**src/rtl/vga_fb_pkg.sv**
```systemverilog
// Shared constants and types for the frame-buffer arbiter and its swap controller.
package vga_fb_pkg;

  localparam int ADDR_W_DFLT = 19;
  localparam int DATA_W_DFLT = 15;
  localparam int H_PIXELS    = 640;
  localparam int V_LINES     = 480;
  localparam int DISP_LAT    = 2;

  typedef enum logic {
    SWAP_IDLE,
    SWAP_PENDING
  } swap_state_e;

endpackage

```
**src/rtl/vga_fb_swap_ctrl.sv**
```systemverilog
// Front/back buffer swap controller: a swap request is held until the next
// rising edge of vertical blanking, then front_sel toggles.
module vga_fb_swap_ctrl
  import vga_fb_pkg::*;
(
  input  logic clk_i,
  input  logic rst_ni,
  input  logic swap_req_i,
  input  logic vblank_i,
  output logic swap_fire_o,
  output logic swap_pending_o,
  output logic swap_done_o,
  output logic front_sel_o
);

  swap_state_e state_q;
  logic        vblank_q;
  logic        pending_q;
  logic        done_q;
  logic        front_q;

  // Only a rise seen while a swap is pending counts; a request made on a rise waits a frame.
  assign swap_fire_o = (state_q == SWAP_PENDING) && vblank_i && !vblank_q;

  always_ff @(posedge clk_i or negedge rst_ni) begin
    if (!rst_ni) begin
      state_q   <= SWAP_IDLE;
      vblank_q  <= 1'b0;
      pending_q <= 1'b0;
      done_q    <= 1'b0;
      front_q   <= 1'b0;
    end else begin
      vblank_q <= vblank_i;
      done_q   <= 1'b0;
      case (state_q)
        SWAP_IDLE: begin
          if (swap_req_i) begin
            state_q   <= SWAP_PENDING;
            pending_q <= 1'b1;
          end
        end
        SWAP_PENDING: begin
          if (swap_fire_o) begin
            state_q   <= SWAP_IDLE;
            pending_q <= 1'b0;
            done_q    <= 1'b1;
            front_q   <= ~front_q;
          end
        end
        default: begin
          state_q   <= SWAP_IDLE;
          pending_q <= 1'b0;
        end
      endcase
    end
  end

  assign swap_pending_o = pending_q;
  assign swap_done_o    = done_q;
  assign front_sel_o    = front_q;

endmodule

```
**src/rtl/vga_fb_arbiter.sv**
```systemverilog
// Single-port frame-buffer SRAM arbiter: display reads have strict priority,
// draw-engine writes target the back buffer, swaps happen at vblank.
module vga_fb_arbiter
  import vga_fb_pkg::*;
#(
  parameter int ADDR_W = ADDR_W_DFLT,
  parameter int DATA_W = DATA_W_DFLT,
  parameter int CNT_W  = 16
) (
  input  logic              clk,
  input  logic              reset_n,
  input  logic              disp_req,
  input  logic [ADDR_W-1:0] disp_addr,
  input  logic              disp_vblank,
  output logic [DATA_W-1:0] disp_rdata,
  output logic              disp_rvalid,
  input  logic              wr_valid,
  output logic              wr_ready,
  input  logic [ADDR_W-1:0] wr_addr,
  input  logic [DATA_W-1:0] wr_data,
  input  logic              swap_req,
  output logic              swap_pending,
  output logic              swap_done,
  output logic              front_sel,
  output logic [CNT_W-1:0]  wr_stall_cnt,
  output logic [ADDR_W:0]   mem_addr,
  output logic              mem_we,
  output logic [DATA_W-1:0] mem_wdata,
  input  logic [DATA_W-1:0] mem_rdata
);

  function automatic logic [CNT_W-1:0] sat_inc(input logic [CNT_W-1:0] v);
    return (&v) ? v : v + {{(CNT_W-1){1'b0}}, 1'b1};
  endfunction

  logic              swap_fire;
  logic              wr_fire;
  logic [ADDR_W:0]   mem_addr_q;
  logic              mem_we_q;
  logic [DATA_W-1:0] mem_wdata_q;
  logic              vld_p0;
  logic              vld_p1;
  logic              rvalid_q;
  logic [DATA_W-1:0] rdata_q;
  logic [CNT_W-1:0]  stall_q;
  logic [CNT_W-1:0]  stall_d;

  vga_fb_swap_ctrl u_swap_ctrl (
    .clk_i          (clk),
    .rst_ni         (reset_n),
    .swap_req_i     (swap_req),
    .vblank_i       (disp_vblank),
    .swap_fire_o    (swap_fire),
    .swap_pending_o (swap_pending),
    .swap_done_o    (swap_done),
    .front_sel_o    (front_sel)
  );

  assign wr_ready = !disp_req && !swap_pending;
  assign wr_fire  = wr_valid && wr_ready;

  // Request stage: drive the SRAM port; address and data hold when idle.
  always_ff @(posedge clk or negedge reset_n) begin
    if (!reset_n) begin
      mem_addr_q  <= '0;
      mem_we_q    <= 1'b0;
      mem_wdata_q <= '0;
    end else if (disp_req) begin
      mem_addr_q <= {front_sel, disp_addr};
      mem_we_q   <= 1'b0;
    end else if (wr_fire) begin
      mem_addr_q  <= {~front_sel, wr_addr};
      mem_wdata_q <= wr_data;
      mem_we_q    <= 1'b1;
    end else begin
      mem_we_q <= 1'b0;
    end
  end

  // Read pipeline: p0 = address issued, p1 = SRAM sampled, then data captured.
  always_ff @(posedge clk or negedge reset_n) begin
    if (!reset_n) begin
      vld_p0   <= 1'b0;
      vld_p1   <= 1'b0;
      rvalid_q <= 1'b0;
      rdata_q  <= '0;
    end else begin
      vld_p0   <= disp_req;
      vld_p1   <= vld_p0;
      rvalid_q <= vld_p1;
      if (vld_p1) rdata_q <= mem_rdata;
    end
  end

  always_comb begin
    stall_d = stall_q;
    if (swap_fire)                  stall_d = '0;
    else if (wr_valid && !wr_ready) stall_d = sat_inc(stall_q);
  end

  always_ff @(posedge clk or negedge reset_n) begin
    if (!reset_n) stall_q <= '0;
    else          stall_q <= stall_d;
  end

  assign mem_addr     = mem_addr_q;
  assign mem_we       = mem_we_q;
  assign mem_wdata    = mem_wdata_q;
  assign disp_rvalid  = rvalid_q;
  assign disp_rdata   = rdata_q;
  assign wr_stall_cnt = stall_q;

endmodule
```
**config.mk**
```make
export PLATFORM = sky130hd
export DESIGN_NAME = vga_fb_arbiter
export DESIGN_NICKNAME = d
export VERILOG_FILES = /design/src/rtl/vga_fb_pkg.sv /design/src/rtl/vga_fb_swap_ctrl.sv /design/src/rtl/vga_fb_arbiter.sv
export SDC_FILE = /design/constraint.sdc
export NUM_CORES = 1
export LEC_CHECK = 0
export CAP_MARGIN = 0
export CORE_MARGIN = 3
export CORE_UTILIZATION = 25
export CTS_CLUSTER_SIZE = 30
export DETAILED_ROUTE_END_ITERATION = 16
export HOLD_SLACK_MARGIN = 0.02
export PLACE_DENSITY = 0.55
export SLEW_MARGIN = 20
export SYNTH_ARGS = -nofsm -noshare
export SYNTH_HDL_FRONTEND = slang
export SYNTH_SLANG_ARGS = --single-unit
```
**constraint.sdc**
```tcl
create_clock -name clk -period 2.67 [get_ports clk]
set_clock_uncertainty 0.05 [all_clocks]
set_input_delay 0.801 -clock clk [delete_from_list [all_inputs] [get_ports clk]]
set_output_delay 0.801 -clock clk [all_outputs]
set_load 0.01 [all_outputs]
```
==> results of run 1 <==
==> cells by family after synthesis <==
logic type | count (synthesis) | share of synthesized area [%]
buffers and inverters | 17 | 2.57
adders and majority gates | 1 | 0.383
AOI/OAI and AO/OA | 54 | 10.8
DFF | 75 | 57.5
muxes | 50 | 16.5
xor gates and xnor gates | 2 | 0.537
and+or+nand+nor | 69 | 11.8
==> layout make-up <==
class,instances,area share (%)
flip-flops and latches,75,35.9
repair buffers,152,29.1
multi-input cells,176,24.9
clock buffers,10,4.38
well taps,172,4.11
clock inverters,6,1.27
inverters,4,0.287
==> path summary, 6_finish.rpt <==
check / slack, ps / endpoint / cells after the start / startpoint
max: 180 / wr_ready / 3 / disp_req
min: 300 / vld_p1 / 0 / vld_p0
max reg2reg: 810 / wr_stall_cnt[14] / 5 / wr_stall_cnt[0]
min reg2reg: 300 / vld_p1 / 0 / vld_p0
max in group asynchronous: 1610 / mem_addr[6] / 2 / reset_n
min in group asynchronous: 350 / mem_wdata[0] / 1 / reset_n
==> power by group through the flow <==
stage	Clock, uW	Sequential (uW)	Combinational (uW)
after CTS	1260	1420	881
after global routing	1300	1450	925
after global placement	0	1440	871
after detailed placement	0	1440	877
after floorplan	0	1510	255
final	1200	1420	862
==> routing by layer <==
metal  part of all wire (%)  global-route usage, %  wire, um
met2                     48                   19.8      4260
met4                   0.35                   3.19        31
met1                     44                   15.6      3880
met3                    7.0                   5.10       611
met5                      0                      0         0
==> worst max-delay path: stages <==
cell             delay [ps]
clkdlybuf4s50_1         420
nor2_1                  140
dlygate4sd2_1           280
==> cells in the final DEF (no fill, tap or decap), drive strengths merged, types with 4 or more instances in the layout <==
cell type | Yosys | final
nand3 | 8 | 8
mux2i | 20 | 20
nand4 | 5 | 5
a21oi | 13 | 13
clkdlybuf4s50 | 0 | 143
nor2 | 6 | 6
nor3 | 4 | 4
buf | 7 | 8
dfrtp | 75 | 75
mux2 | 30 | 30
o31ai | 8 | 8
nand2 | 26 | 26
clkbuf | 6 | 10
o21ai | 22 | 22
or4 | 5 | 5
==> flip-flops by register name, indices dropped and copies added, names as in the netlist <==
| register | flops |
|---|---|
| u_swap_ctrl.front_sel_o | 1 |
| u_swap_ctrl.swap_done_o | 1 |
| mem_wdata | 15 |
| mem_addr | 20 |
| u_swap_ctrl.state_q | 1 |
| u_swap_ctrl.swap_pending_o | 1 |
| mem_we | 1 |
| u_swap_ctrl.vblank_q | 1 |
| vld_p0 | 1 |
| wr_stall_cnt | 16 |
| disp_rvalid | 1 |
| disp_rdata | 15 |
| vld_p1 | 1 |
==> per-stage QoR <==
stage | instances | utilization, % | setup slack (ps) | hold WS (ps)
after floorplan | 268 | - | 543 | 281
after global routing | 595 | 41.3 | 156 | 300
final | 595 | 41.3 | 183 | 298
after CTS | 595 | 41.3 | 172 | 298
after global placement | 579 | 39.0 | -93.3 | 284
after detailed placement | 579 | 39.0 | -93.5 | 285
==> out/qor.yml, run 1 <==
synthesis:
  synth_seq_cells: 75
  synth-edff-count: 0
  yosysMostFrequentCell: "dfrtp_1"
  syn-num-nets: 343
  synth_top_cell_by_area: "dfrtp_1"
  synth_area_leaders: "dfrtp_1 (57%), mux2_2 (7.9%), mux2i_1 (6.1%)"
  syn_area_per_cell_um2: 12.2
  synthArstFlopShare_pct: 100
  synth.distinct_cells: 43
  syn_inst: 268
  yosysSeqAreaShare_pct: 57.5
  netlist_area_um2: 3260
  ys_dominant_reg_cell: "dfrtp_1"
  yosysWarnings: 0
  synth_common_cells: "dfrtp_1 (75), nand2_1 (26), mux2_2 (23), mux2i_1 (20), a21oi_1 (13)"
  synth_top_area_share_pct: 57.5
power_and_ir_drop:
  p_int_uw: 2560
  power_density_nw_per_um2: 665
  leakage_uw: 0.00208
  power_uw: 3480
  pwr-share-comb_pct: 24.7
  p_sw_share_pct: 26.4
  ir_drop_v: 0.000462
  switchingPower_uw: 919
  power.clock.fraction_pct: 34.5
  power_frac_seq_pct: 40.7
cells_and_area:
  areaGrowthSynthToFinish_pct: 60.3
  diodes: 0
  layout.nets: 493
  fin_area_um2: 5230
  fillers: 1247
  drive_gt1_share_pct: 13.0
  multi_input_area_um2: 1310
  seq_area_um2: 1880
clock_network:
  numCtsBuffers: 9
  clk_latency_ps: 340
  cts_max_path_buffers: 2
  path_clk_slew_ps: 60
  hold_buffers: 0
  cts_setup_buffers: 0
  root_buffer: "clkbuf_16"
  cts_tree: "done"
  post_cts_resized: 1
  cts_sinks: 75
  h-tree-depth: 3
routing:
  vias: 2654
  ant_nets: 0
  post_drt_via_cell_ratio: 4.46
  wire_per_inst_um: 14.8
  drt_first_pass_iters: 4
  drt_iter0_markers: 133
  drc: 0
  drt_wl_total_um: 8780
timing:
  setup_viol: 0
  finalHoldViolations: 0
  worst_pin_slew_ps: 666
  finalSetupTns_ps: 0
  fmaxAchievable_mhz: 402
  period_needed_ps: 2490
  slew_viol_final: 0
  max-slew-margin-rel_pct: 55.6
  period_share_pct: 93.1
  rsz0062_at_grt: "no"
worst_setup_path:
  cp_max_fo: 2
  startpoint_type: "primary input"
  end_kind: "output port"
  crit_type: "in2out"
  critical_path_required_ps: 1820
  cp.arrival_ps: 1640
floorplan:
  die_w_um: 120
  die_area_um2: 14500
  start_util_pct: 25.8
  io_pins: 146
  die_h_um: 120
  core_area_um2: 12700
  rows: 41
placement:
  routabilityCongestion: 0.837
  numPortBuffers: 145
  dpl_cell_area_um2: 4940
  hpwl_um: 6290
grt:
  first_global_vias: 2657
  grt_max_degree: 44
  antenna_found_initial: 0
  grt_overflow: 0
  track_usage_pct: 12.4
  grt_pass1_wl_um: 14100
run_status:
  status: "complete, no violations"
min_path:
  worstHoldPathType: "reg2reg"
run:
  maxCapViolations: 0
Power figures use the tool's default switching activity.
==> run 2, diff against run 1 <==
--- a/config.mk
+++ b/config.mk
@@ -13,3 +13,2 @@
 export HOLD_SLACK_MARGIN = 0.02
-export PLACE_DENSITY = 0.55
 export SLEW_MARGIN = 20
==> constraint.sdc (replaced) <==
create_clock -name clk -period 2.67 [get_ports clk]
set_clock_uncertainty 0.05 [all_clocks]
set_input_delay 0.6675 -clock clk [delete_from_list [all_inputs] [get_ports clk]]
set_output_delay 0.6675 -clock clk [all_outputs]
set_load 0.01 [all_outputs]
==> out/qor.yml, run 2 (same netlist as run 1, synthesis figures left out) <==
clock_network:
  h-tree-depth: 3
  root_buffer: "clkbuf_16"
  cts_sinks: 75
  cts_tree: "done"
  numCtsBuffers: 9
  clk_latency_ps: 330
  post_cts_resized: 0
  path_clk_slew_ps: 60
  hold_buffers: 0
  cts_max_path_buffers: 2
  cts_setup_buffers: 0
worst_setup_path:
  startpoint_type: "primary input"
  critical_path_required_ps: 1950
  slowest_delay_ps: 580
  end_kind: "output port"
  reg2reg_depth: 5
  critPathBufInv: 2
  cp.arrival_ps: 1900
  crit_type: "in2out"
  cp_max_fo: 2
  cp.depth: 3
  path_cells: "clkdlybuf4s50_1 > nor2_1 > clkdlybuf4s50_1"
  cp_common_cell: "clkdlybuf4s50_1"
  cp_slowest_cell: "clkdlybuf4s50_1"
  cpLargestDelayFamily: "buffers and inverters"
cells_and_area:
  fillers: 1262
  fin_util_pct: 41.3
  final_common_cell: "clkdlybuf4s50_1"
  areaGrowthSynthToFinish_pct: 60.1
  layout.nets: 493
  drive_gt1_share_pct: 13.2
  stdcell_count: 595
  largest_reg_flops: 20
  diodes: 0
  seq_area_um2: 1880
  final_cell_mix: "clkdlybuf4s50_1 (144), dfrtp_1 (75), nand2_1 (26), mux2_2 (23), mux2i_1 (20)"
  multi_input_area_um2: 1310
grt:
  grt_pass1_wl_um: 14800
  grt_overflow: 0
  antenna_found_initial: 0
  track_usage_pct: 13.0
  grt_max_degree: 44
  first_global_vias: 2821
timing:
  worst_pin_slew_ps: 627
  max-slew-margin-rel_pct: 58.2
  fmaxAchievable_mhz: 382
  setup_viol: 0
  period_share_pct: 98.0
  period_needed_ps: 2620
  rsz0062_at_grt: "no"
  finalSetupTns_ps: 0
  finalHoldViolations: 0
  slew_viol_final: 0
power_and_ir_drop:
  ir_drop_v: 0.000357
  power_density_nw_per_um2: 670
  leakage_uw: 0.00208
routing:
  post_drt_via_cell_ratio: 4.52
  drt_wl_total_um: 8990
  ant_nets: 0
  vias: 2687
  drc: 0
  wire_per_inst_um: 15.1
  drt_first_pass_iters: 4
  drt_iter0_markers: 113
floorplan:
  io_pins: 146
  die_h_um: 120
  die_area_um2: 14500
  start_util_pct: 25.8
  rows: 41
  die_w_um: 120
  core_area_um2: 12700
placement:
  hpwl_um: 6630
  numPortBuffers: 145
  routabilityCongestion: 0.884
  dp_cells: 579
run:
  maxCapViolations: 0
min_path:
  worstHoldPathType: "in2async"
run_status:
  status: "complete, no violations"
## run 2: area by class of cell
class / instances / area share (%)
clock buffers: 9 / 4.31
clock inverters: 7 / 1.46
inverters: 4 / 0.287
multi-input cells: 176 / 25.0
flip-flops and latches: 75 / 35.9
well taps: 172 / 4.12
repair buffers: 152 / 29.0
## run 2: metrics by stage
step           instance area [um2]  hold WS (ps)  worst slack (ps)  power (uW)
6_report                      5230           286              53.7        3500
5_1_grt                       5230           307              8.41        3700
4_1_cts                       5230           299              38.5        3570
3_5_place_dp                  4930           286              55.8        2320
3_3_place_gp                  4930           282              35.8        2310
2_1_floorplan                 3260           281               676        1760
## run 2: path summary, 6_finish.rpt
path / slack (ps) / end / start
max: 50 / wr_ready / disp_req
max in group asynchronous: 1600 / mem_wdata[13] / reset_n
min: 290 / wr_stall_cnt[1] / reset_n
min in group clk: 300 / vld_p1 / vld_p0
min reg2reg: 300 / vld_p1 / vld_p0
max reg2reg: 820 / wr_stall_cnt[14] / wr_stall_cnt[0]
## run 2: metal layers
| layer | GRT usage (%) | up-vias | part of all wire (%) |
|---|---|---|---|
| li1 | - | 1286 | - |
| met1 | 16.0 | 1270 | 44 |
| met2 | 21.1 | 116 | 47 |
| met3 | 3.79 | 15 | 7.2 |
| met4 | 5.81 | 0 | 2.2 |
| met5 | 0 | - | 0 |
## run 2: where the power goes
| part | total, uW | internal, uW | leakage, uW | switching (uW) |
|---|---|---|---|---|
| clock network | 1220 | 730 | 0.000142 | 490 |
| logic | 861 | 531 | 0.00102 | 331 |
| registers | 1420 | 1310 | 0.000921 | 115 |
| total | 3500 | 2570 | 0.00208 | 935 |
==> run 3, diff against run 2 <==
Settings changed: CORE_UTILIZATION 25 to 45, PLACE_DENSITY set to 0.85, SLEW_MARGIN 20 to unset.
==> out/qor.yml, run 3 (same netlist as run 1, synthesis figures left out) <==
placement:
  hpwl_um: 6420
  dpl_cell_area_um2: 4850
  numPortBuffers: 145
  routabilityCongestion: 0.968
timing:
  fmaxAchievable_mhz: 382
  period_needed_ps: 2620
  worst_pin_slew_ps: 652
  finalHoldViolations: 0
  finalSetupTns_ps: 0
  period_share_pct: 98.1
  setup_viol: 0
  max-slew-margin-rel_pct: 56.5
  rsz0062_at_grt: "no"
  hold-worst-slack_ps: 258
  slew_viol_final: 0
cells_and_area:
  final_common_cell: "clkdlybuf4s50_1"
  layout.nets: 492
  fin_area_um2: 5030
  drive_gt1_share_pct: 12.4
  largest_reg_flops: 20
  final_cell_mix: "clkdlybuf4s50_1 (144), dfrtp_1 (75), nand2_1 (26), mux2_2 (23), mux2i_1 (20)"
  areaGrowthSynthToFinish_pct: 54.1
  diodes: 0
clock_network:
  path_clk_slew_ps: 70
  cts_sinks: 75
  h-tree-depth: 3
  cts_tree: "done"
  hold_buffers: 0
  clk_latency_ps: 320
  cts_setup_buffers: 0
  root_buffer: "clkbuf_8"
  post_cts_resized: 0
  numCtsBuffers: 9
  cts_max_path_buffers: 2
power_and_ir_drop:
  switchingPower_uw: 822
  power_frac_seq_pct: 45.9
  pwr-share-comb_pct: 28.0
  ir_drop_v: 0.000392
  power_uw: 3110
  power_density_nw_per_um2: 618
  p_int_uw: 2290
  power.clock.fraction_pct: 26.1
  leakage_uw: 0.00204
  p_sw_share_pct: 26.4
worst_setup_path:
  cp_common_cell: "clkdlybuf4s50_1"
  startpoint_type: "primary input"
  cp.arrival_ps: 1900
  cp_slowest_cell: "clkdlybuf4s50_1"
  path_cells: "clkdlybuf4s50_1 > nor2_1 > clkdlybuf4s50_1"
  slowest_delay_ps: 580
  crit_type: "in2out"
  cp_max_fo: 2
  critical_path_required_ps: 1950
  end_kind: "output port"
floorplan:
  rows: 30
  die_w_um: 91.2
  io_pins: 146
  die_h_um: 91.2
  start_util_pct: 47.3
  die_area_um2: 8310
  core_area_um2: 6910
grt:
  grt_max_degree: 44
  track_usage_pct: 20.9
  antenna_found_initial: 0
  grt_pass1_wl_um: 14000
  first_global_vias: 2768
  grt_overflow: 0
routing:
  ant_nets: 0
  wire_per_inst_um: 16.3
  post_drt_via_cell_ratio: 5.22
  drc: 0
  drt_first_pass_iters: 5
  drt_wl_total_um: 8440
  drt_iter0_markers: 99
  vias: 2696
run_status:
  status: "complete, no violations"
run:
  maxCapViolations: 0
min_path:
  worstHoldPathType: "in2async"
[run 3: cell count changes in the layout (fill, tap and decap cells not counted)]
cell | before | now
inv_6 | 2 | 0
clkinv_4 | 1 | 0
clkbuf_1 | 0 | 1
clkinv_2 | 1 | 2
clkinvlp_4 | 2 | 0
buf_4 | 7 | 4
buf_12 | 1 | 3
clkbuf_16 | 9 | 0
clkbuf_8 | 0 | 10
[run 3: stage by stage]
| stage | setup WS, ps | util, % | std cells |
|---|---|---|---|
| after floorplan | 676 | - | 268 |
| after detailed placement | -110 | 70.2 | 502 |
| after CTS | 57.4 | 72.8 | 516 |
| after global routing | 1.64 | 72.8 | 516 |
| final | 51.5 | 72.8 | 516 |
| after global placement | -18.4 | 70.2 | 502 |
[run 3: final cells by class]
class	count	area, um2
multi-input combinational	176	1310
sequential	75	1880
fill	519	1880
clock buffer	11	141
tap	96	120
inverter	4	15.0
clock inverter	3	40.0
timing repair buffer	151	1530
[run 3: final timing paths]
kind,start,to,slack [ps],cells after the start
max,disp_req,wr_ready,50,3
min,reset_n,disp_rdata[4],260,1
max reg2reg,wr_stall_cnt[0],wr_stall_cnt[1],760,5
min reg2reg,vld_p0,vld_p1,300,0
max in group asynchronous,reset_n,mem_wdata[7],1730,2
min in group clk,vld_p0,vld_p1,300,0
[run 3: critical path, delay by kind of cell]
kind / cells / cell delay [ps]
simple gates: 1 / 200
buf+inv: 2 / 1040
[run 3: layer usage]
metal	global-route usage, %	up-vias	part of all wire, %
met5	0	-	0
met4	6.03	0	0.95
met3	5.39	8	6.8
met2	36.1	119	51
met1	25.9	1293	42
li1	-	1276	-
[run 3: power by group through the flow]
stage | sequential (uW) | clock [uW] | combinational (uW)
2_1_floorplan | 1510 | 0 | 255
3_3_place_gp | 1440 | 0 | 861
3_5_place_dp | 1450 | 0 | 882
4_1_cts | 1430 | 833 | 885
5_1_grt | 1450 | 888 | 935
6_report | 1430 | 810 | 871
